<file path="config.mk">
export PLATFORM = sky130hd
export DESIGN_NAME = fmap_reader
export DESIGN_NICKNAME = d
export VERILOG_FILES = /design/src/rtl/cnn_pkg.sv /design/src/rtl/skid_fifo2.sv /design/src/rtl/fmap_reader.sv
export SDC_FILE = /design/constraint.sdc
export NUM_CORES = 1
export LEC_CHECK = 0
export CAP_MARGIN = 5
export CORE_MARGIN = 1.5
export CORE_UTILIZATION = 50
export DETAILED_ROUTE_END_ITERATION = 8
export GPL_TIMING_DRIVEN = 0
export PLACE_DENSITY = 0.77
export SETUP_SLACK_MARGIN = 0.2
export SYNTH_ARGS = -nofsm -noshare
export SYNTH_HDL_FRONTEND = slang
export SYNTH_HIERARCHICAL = 1
export SYNTH_SLANG_ARGS = --single-unit
</file>
<file path="constraint.sdc">
create_clock -name clk -period 3.75 [get_ports clk]
set_input_delay 0.5625 -clock clk [delete_from_list [all_inputs] [get_ports clk]]
set_output_delay 0.5625 -clock clk [all_outputs]
set_load 0.1 [all_outputs]
</file>
<file path="src/rtl/cnn_pkg.sv">
// Shared CNN datapath types and feature-map geometry defaults.
package cnn_pkg;

    localparam int unsigned FMAP_W      = 28;
    localparam int unsigned FMAP_H      = 28;
    localparam int unsigned FMAP_ADDR_W = 10;
    localparam int unsigned FMAP_DATA_W = 8;
    localparam int unsigned COORD_W     = 5;

    typedef logic signed [FMAP_DATA_W-1:0] pixel_t;

    // Row/column tag that travels with each pixel through the read pipeline.
    typedef struct packed {
        logic [COORD_W-1:0] i;
        logic [COORD_W-1:0] j;
        logic               last;
    } coord_t;

    typedef enum logic [1:0] {
        ST_IDLE  = 2'd0,
        ST_RUN   = 2'd1,
        ST_DRAIN = 2'd2
    } rd_state_t;

endpackage

</file>
<file path="src/rtl/skid_fifo2.sv">
// Two-entry FIFO with a combinational head; push and pop may coincide at any fill level.
module skid_fifo2 #(
    parameter int unsigned WIDTH = 8
) (
    input  logic             clk,
    input  logic             rst,
    input  logic             push,
    input  logic             pop,
    input  logic [WIDTH-1:0] din,
    output logic [1:0]       count,
    output logic [WIDTH-1:0] head
);

    logic [WIDTH-1:0] slot0;
    logic [WIDTH-1:0] slot1;
    logic             wr_ptr;
    logic             rd_ptr;
    logic             do_push;
    logic             do_pop;

    assign do_pop  = pop && (count != 2'd0);
    // When full, a push is only taken if the head leaves in the same cycle.
    assign do_push = push && ((count != 2'd2) || do_pop);

    always_ff @(posedge clk or posedge rst) begin
        if (rst) begin
            slot0  <= '0;
            slot1  <= '0;
            wr_ptr <= 1'b0;
            rd_ptr <= 1'b0;
            count  <= 2'd0;
        end else begin
            if (do_push) begin
                if (wr_ptr) slot1 <= din;
                else        slot0 <= din;
                wr_ptr <= ~wr_ptr;
            end
            if (do_pop) rd_ptr <= ~rd_ptr;
            count <= count + 2'(do_push) - 2'(do_pop);
        end
    end

    assign head = rd_ptr ? slot1 : slot0;

endmodule

</file>
<file path="src/rtl/fmap_reader.sv">
// Raster-order reader of a finished feature map, streamed with (i, j, last) tags.
// Build option: FMAP_READER_RELU_EN clamps negative pixels to zero before buffering.
module fmap_reader
    import cnn_pkg::*;
#(
    parameter int unsigned W      = FMAP_W,
    parameter int unsigned H      = FMAP_H,
    parameter int unsigned ADDR_W = FMAP_ADDR_W,
    parameter int unsigned DATA_W = FMAP_DATA_W
) (
    input  logic                     clk,
    input  logic                     rst,
    input  logic                     start,
    output logic                     busy,
    output logic                     done,
    output logic                     mem_rd_en,
    output logic [ADDR_W-1:0]        mem_addr,
    input  logic signed [DATA_W-1:0] mem_rdata,
    output logic                     out_valid,
    input  logic                     out_ready,
    output logic signed [DATA_W-1:0] out_data,
    output logic [COORD_W-1:0]       out_i,
    output logic [COORD_W-1:0]       out_j,
    output logic                     out_last
);

    localparam int unsigned TAG_W   = $bits(coord_t);
    localparam int unsigned ENTRY_W = DATA_W + TAG_W;

    rd_state_t                 state;
    rd_state_t                 state_next;
    logic [COORD_W-1:0]        ri;
    logic [COORD_W-1:0]        rj;
    logic                      rd_last_c;
    logic                      inflight;
    coord_t                    inflight_tag;
    logic [1:0]                fifo_count;
    logic [ENTRY_W-1:0]        fifo_din;
    logic [ENTRY_W-1:0]        fifo_head;
    logic                      pop;
    logic signed [DATA_W-1:0]  push_data;
    coord_t                    head_tag;
    logic [2:0]                credit;

    assign rd_last_c = (ri == COORD_W'(H - 1)) && (rj == COORD_W'(W - 1));
    assign pop       = out_valid && out_ready;
    // Buffered plus in-flight entries after this cycle's pop; a read is allowed below 2.
    assign credit    = 3'(fifo_count) + 3'(inflight) - 3'(pop);
    assign mem_addr  = ADDR_W'(ri) * ADDR_W'(W) + ADDR_W'(rj);

    // State register
    always_ff @(posedge clk or posedge rst) begin
        if (rst) state <= ST_IDLE;
        else     state <= state_next;
    end

    // Next-state logic
    always_comb begin
        state_next = state;
        case (state)
            ST_IDLE:  if (start)                  state_next = ST_RUN;
            ST_RUN:   if (mem_rd_en && rd_last_c) state_next = ST_DRAIN;
            ST_DRAIN: if (pop && out_last)        state_next = ST_IDLE;
            default:                              state_next = ST_IDLE;
        endcase
    end

    // Output logic
    always_comb begin
        mem_rd_en = 1'b0;
        busy      = 1'b0;
        if (state == ST_RUN)  mem_rd_en = (credit < 3'd2);
        if (state != ST_IDLE) busy      = 1'b1;
    end

    // Raster read counters
    always_ff @(posedge clk or posedge rst) begin
        if (rst) begin
            ri <= '0;
            rj <= '0;
        end else if ((state == ST_IDLE) && start) begin
            ri <= '0;
            rj <= '0;
        end else if (mem_rd_en) begin
            if (rj == COORD_W'(W - 1)) begin
                rj <= '0;
                ri <= ri + COORD_W'(1);
            end else begin
                rj <= rj + COORD_W'(1);
            end
        end
    end

    // Read-latency tracking and completion pulse
    always_ff @(posedge clk or posedge rst) begin
        if (rst) begin
            inflight     <= 1'b0;
            inflight_tag <= '0;
            done         <= 1'b0;
        end else begin
            inflight <= mem_rd_en;
            if (mem_rd_en) inflight_tag <= '{i: ri, j: rj, last: rd_last_c};
            done <= (state == ST_DRAIN) && pop && out_last;
        end
    end

`ifdef FMAP_READER_RELU_EN
    assign push_data = mem_rdata[DATA_W-1] ? '0 : mem_rdata;
`else
    assign push_data = mem_rdata;
`endif

    assign fifo_din = {push_data, inflight_tag};

    skid_fifo2 #(
        .WIDTH(ENTRY_W)
    ) u_fifo (
        .clk   (clk),
        .rst   (rst),
        .push  (inflight),
        .pop   (pop),
        .din   (fifo_din),
        .count (fifo_count),
        .head  (fifo_head)
    );

    assign head_tag  = fifo_head[TAG_W-1:0];
    assign out_valid = (fifo_count != 2'd0);
    assign out_data  = fifo_head[ENTRY_W-1 -: DATA_W];
    assign out_i     = head_tag.i;
    assign out_j     = head_tag.j;
    assign out_last  = out_valid && head_tag.last;

endmodule
</file>
# == Word level (Yosys, flattened, before mapping) ==
# Cells that the tools add are included.
# classes
addsub,7
multipliers,1
order_cmp,1
eq_ne,8
mux,13
bitwise,2
n_reduce_logical,20
# ops
cell,n
5-bit two-way mux,6
19-bit two-way mux,1
10-bit by 5-bit adder with 10-bit output,1
5-bit by 1-bit adder with 5-bit output (second input constant),2
5-bit equality test (second input constant),2
1-bit logical AND,10
5-bit by 3-bit multiplier with 8-bit output (second input constant),1
2-bit inequality test (second input constant),4
2-bit nonzero test,4
2-bit two-way mux,3
2-bit one-hot mux with 3 select lines,1
2-bit AND reduction,3
2-bit by 1-bit adder with 3-bit output,1
3-bit by 2-bit < comparator with 1-bit output (second input constant),1
3-bit AND reduction,1
3-bit by 1-bit subtractor with 3-bit output,1
2-bit by 1-bit adder with 2-bit output,1
2-bit by 1-bit equality test with 1-bit output (second input constant),1
2-bit equality test (second input constant),1
2-bit zero test,1
1-bit two-way mux,2
1-bit inverter,2
2-bit by 1-bit subtractor with 2-bit output,1
1-bit logical OR,1
# word_totals
reg_bits,67
input_bits,12
out_inout_bits,33
word_cells,65

# == Logic depth before layout (Yosys ltp) ==
# logic_depth
depth_word,8
ltp_mapped,10
depth_no_buf,9

# == Modules after synthesis ==
# The synthesis kept the hierarchy.
# modules_own_cells
mod,n_inst,cells_each,area_per_inst_um2,seq_area_each_um2
skid_fifo2,1,131,1849.3,1051.0
fmap_reader,1,152,1654.1,625.6

# == Worst setup path after synthesis ==
# Ideal clock, no wire load.
# synth_timing
path_kind,reg2out
startpoint,register ri[0]
endpoint,output mem_addr[9]
arrival_time_ns,3.605
required_time_ns,3.188
setup_slack_ns,-0.418
path_stages_with_launch,10
path_buffers,0
cell_sequence,dfrtp_1 > fa_1 > ha_1 > inv_1 > fa_1 > nand2b_1 > a21oi_1 > xor2_1 > nand3_1 > xor2_1
# synth_via
elab_chain_cells,2
# synth_lines
item,line_no,rtl
from (decl),fmap_reader.sv:32,logic [COORD_W-1:0] ri;
from (signal assigned),fmap_reader.sv:87,ri <= ri + COORD_W'(1);
5-bit by 3-bit multiplier with 8-bit output,fmap_reader.sv:49,assign mem_addr = ADDR_W'(ri) * ADDR_W'(W) + ADDR_W'(rj);
10-bit by 5-bit adder with 10-bit output,fmap_reader.sv:49,
to (decl),fmap_reader.sv:17,"output logic [ADDR_W-1:0] mem_addr,"
# Every way passes these cells.

# == Worst setup path after layout ==
# layout_timing
startpoint,register ri[1]
endpoint,output mem_addr[9]
# Same word-level chain as after synthesis.

==> flow_metrics.env <==
export IMPL_avgSynthCellArea_um2=12.38
export IMPL_synthMuxAreaShare=0.1993
export IMPL_skew_ns=0.005051
export IMPL_drc_errors=0
export IMPL_syn_inst=283
export IMPL_drive_gt1_frac=0.2870
export IMPL_final_nets=377
export IMPL_core_area_mm2=0.006794
export IMPL_min_from="u_fifo/slot1[11]$_DFFE_PP0P_"
export IMPL_synth_compound_area_share=0.04679
export IMPL_crit_fanout=5
export IMPL_worst_slew_pin_slew_ns=0.9968
export IMPL_die_w_um=86.71
export IMPL_root_buffer="clkbuf_8"
export IMPL_cts_sinks=67
export IMPL_synth_flop_cell="dfrtp_1"
export IMPL_rsz0062_at_grt="true"
export IMPL_place_congestion=0.8010
export IMPL_synth_area_mm2=0.003503
export IMPL_finalSetupViolations=0
export IMPL_routed_wl_um=6473
export IMPL_max_cap_violations=0
export IMPL_placed_cells=423
export IMPL_vias_per_cell=5.154
export IMPL_reg2reg_slack_ns=1.19
export IMPL_syn2layout_area_growth_pct=24.11
export IMPL_ant_nets=0
export IMPL_clkTransAtPathRegs_ns=0.07
export IMPL_vias=2273
export IMPL_io_buffers=44
export IMPL_wl_per_cell_um=14.68
export IMPL_antennaDiodeCount=0
export IMPL_syn_num_nets=318
export IMPL_tritoncts="done"
export IMPL_antenna_found_initial=0
export IMPL_synth_simple_gate_area_frac=0.1036
export IMPL_achievable_frequency_mhz=290.1
export IMPL_rr_startpoint="u_fifo/count[1]$_DFF_PP0_"
export IMPL_start_util=0.5157
export IMPL_path_class="register to output pin"
export IMPL_seq_area_frac_synth=0.4786
export IMPL_insertion_delay_ns=0.33
export IMPL_drv_slew=0
export IMPL_synth_cell_types=40
export IMPL_ys_seq_elements=67
export IMPL_die_h_um=86.71
export IMPL_first_pass_iters=4
export IMPL_fp_row_count=30
export IMPL_worstPathArrival_ns=2.88
export IMPL_worstPathRequired_ns=3.19
export IMPL_hold_path_class="register to register"
export IMPL_grt_pass1_vias=2358
export IMPL_cts_buffers_inserted=9
export IMPL_outcome="completed"
export IMPL_synthXorXnorAreaFrac=0.04464
export IMPL_grt_remaining_overflow=0
export IMPL_synth_edf_count=0
export IMPL_drt_iter0_drc=72
export IMPL_hold_viol=0
export IMPL_min_to="u_fifo/slot1[11]$_DFFE_PP0P_"
export IMPL_yosys_warnings=6
export IMPL_synth_top_family_by_area="multiplexers"
export IMPL_grt_max_degree=43
export IMPL_critPathLaunchType="register"
export IMPL_reg2regPathDepth=9
export IMPL_async_flop_share=1.000
export IMPL_maxSlewHeadroom=0.3334
export IMPL_final_core_utilization=0.6400
export IMPL_finalCritPeriodShare=0.9191
export IMPL_fin_cells=441
export IMPL_period_minus_slack_ns=3.447
export IMPL_endpoint_kind="output pin"
export IMPL_clockBufferDepth=2
export IMPL_r2r_end="state[0]$_DFFE_PP0P_"
export IMPL_synthAdderAreaFrac=0.09714
export IMPL_hold_depth=1
export IMPL_cts_htree_levels=3
export IMPL_dp_final_hpwl_um=4630
export IMPL_die_area_mm2=0.007518
export IMPL_grt_pass1_wl_um=11160
export IMPL_ioPinCount=45
export IMPL_grt_total_usage=0.1940
==> critical path, stage by stage, from the launching register on <==
cell	delay, ns
dfrtp_2	0.45
fa_1	0.52
ha_2	0.27
ha_1	0.32
a21oi_1	0.13
nor3_2	0.28
nand3_1	0.16
xor2_2	0.20
buf_12	0.20
==> metal layers <==
layer	GRT usage	routed length [µm]	vias to the layer above
met4	0.1026	154	0
met1	0.2505	2962	1132
met5	0	0	-
li1	-	-	1078
met2	0.3153	3144	50
met3	0.03143	212	13
==> state kept, by name, summed over array words and instances (netlist names) <==
signal and flops:
inflight 1, done 1, ri 5, state 2
u_fifo/count 2, u_fifo/slot1 19, u_fifo/slot0 19, u_fifo/wr_ptr 1
u_fifo/rd_ptr 1, fifo_din 11, rj 5
==> cells in the final DEF, fill, tap and decap left out, types with 8 or more instances in the layout <==
cell             netlist  final
buf_4                  3      8
clkbuf_8               0     10
clkdlybuf4s50_1        0     36
dfrtp_1               67     62
ha_1                  16     15
inv_1                 13     11
mux2_1                17     17
mux2_2                37     37
nand2_1               19     19
nor2_1                17     16
o21ai_0               16     16
==> per-stage QoR <==
step	hold slack (ns)	setup WS (ns)	area, µm²	setup TNS (ns)
floorplan	0.4464	0.01429	3541	0
global placement	0.4620	-0.5302	4101	-1.816
detailed placement	0.4707	-0.5479	4101	-1.912
CTS	0.4833	0.1526	4299	0
global route	0.4991	0.1325	4348	0
finish	0.4829	0.3034	4348	0
==> Yosys cell counts (all sizes together) (4+ instances only) <==
library cell,instances,share of area
a21oi,4,0.0057
fa,7,0.040
nor2,20,0.026
buf,5,0.013
xor2,10,0.027
nand3,6,0.0086
xnor2,7,0.018
o21ai,16,0.023
ha,16,0.057
mux2,58,0.19
inv,13,0.014
nand2,19,0.020
dfrtp,67,0.48
==> cell type report <==
cell class                      instances  area (µm²)
Multi-Input combinational cell        195        1790
Timing Repair Buffer                   48       467.9
Sequential cell                        67        1683
Tap cell                               96       120.1
Fill cell                             541        2446
Buffer                                  8       56.30
Inverter                               13       48.80
Clock buffer                           11       141.4
Clock inverter                          3       40.04
==> logic make-up after synthesis <==
family,Yosys count
AO/OA/AOI/OAI,28
XOR/XNOR,17
adder cells (fa/ha/maj),23
buffers and inverters,21
flip-flops,67
multiplexers,61
AND/OR/NAND/NOR,66
==> worst max path at each step <==
stage | startpoint | endpoint | slack (ns)
after global routing | ri[1]$_DFFE_PP0P_ | mem_addr[9] | 0.13
after CTS | ri[1]$_DFFE_PP0P_ | mem_addr[9] | 0.15
final | ri[1]$_DFFE_PP0P_ | mem_addr[9] | 0.30
after floorplan | ri[0]$_DFFE_PP0P_ | mem_addr[9] | 0.01
after global placement | out_ready | mem_rd_en | -0.53
after detailed placement | out_ready | mem_rd_en | -0.55
==> repair_timing <==
action	4_1_cts	5_1_grt
pin swaps	1	1
gates resized for setup	39	17
buffers inserted	2	2
setup endpoints to repair	7	8
hold buffers	0	0
Power is not shown: default switching activity piles up to over one toggle a cycle in this logic, so the estimate is an artifact.
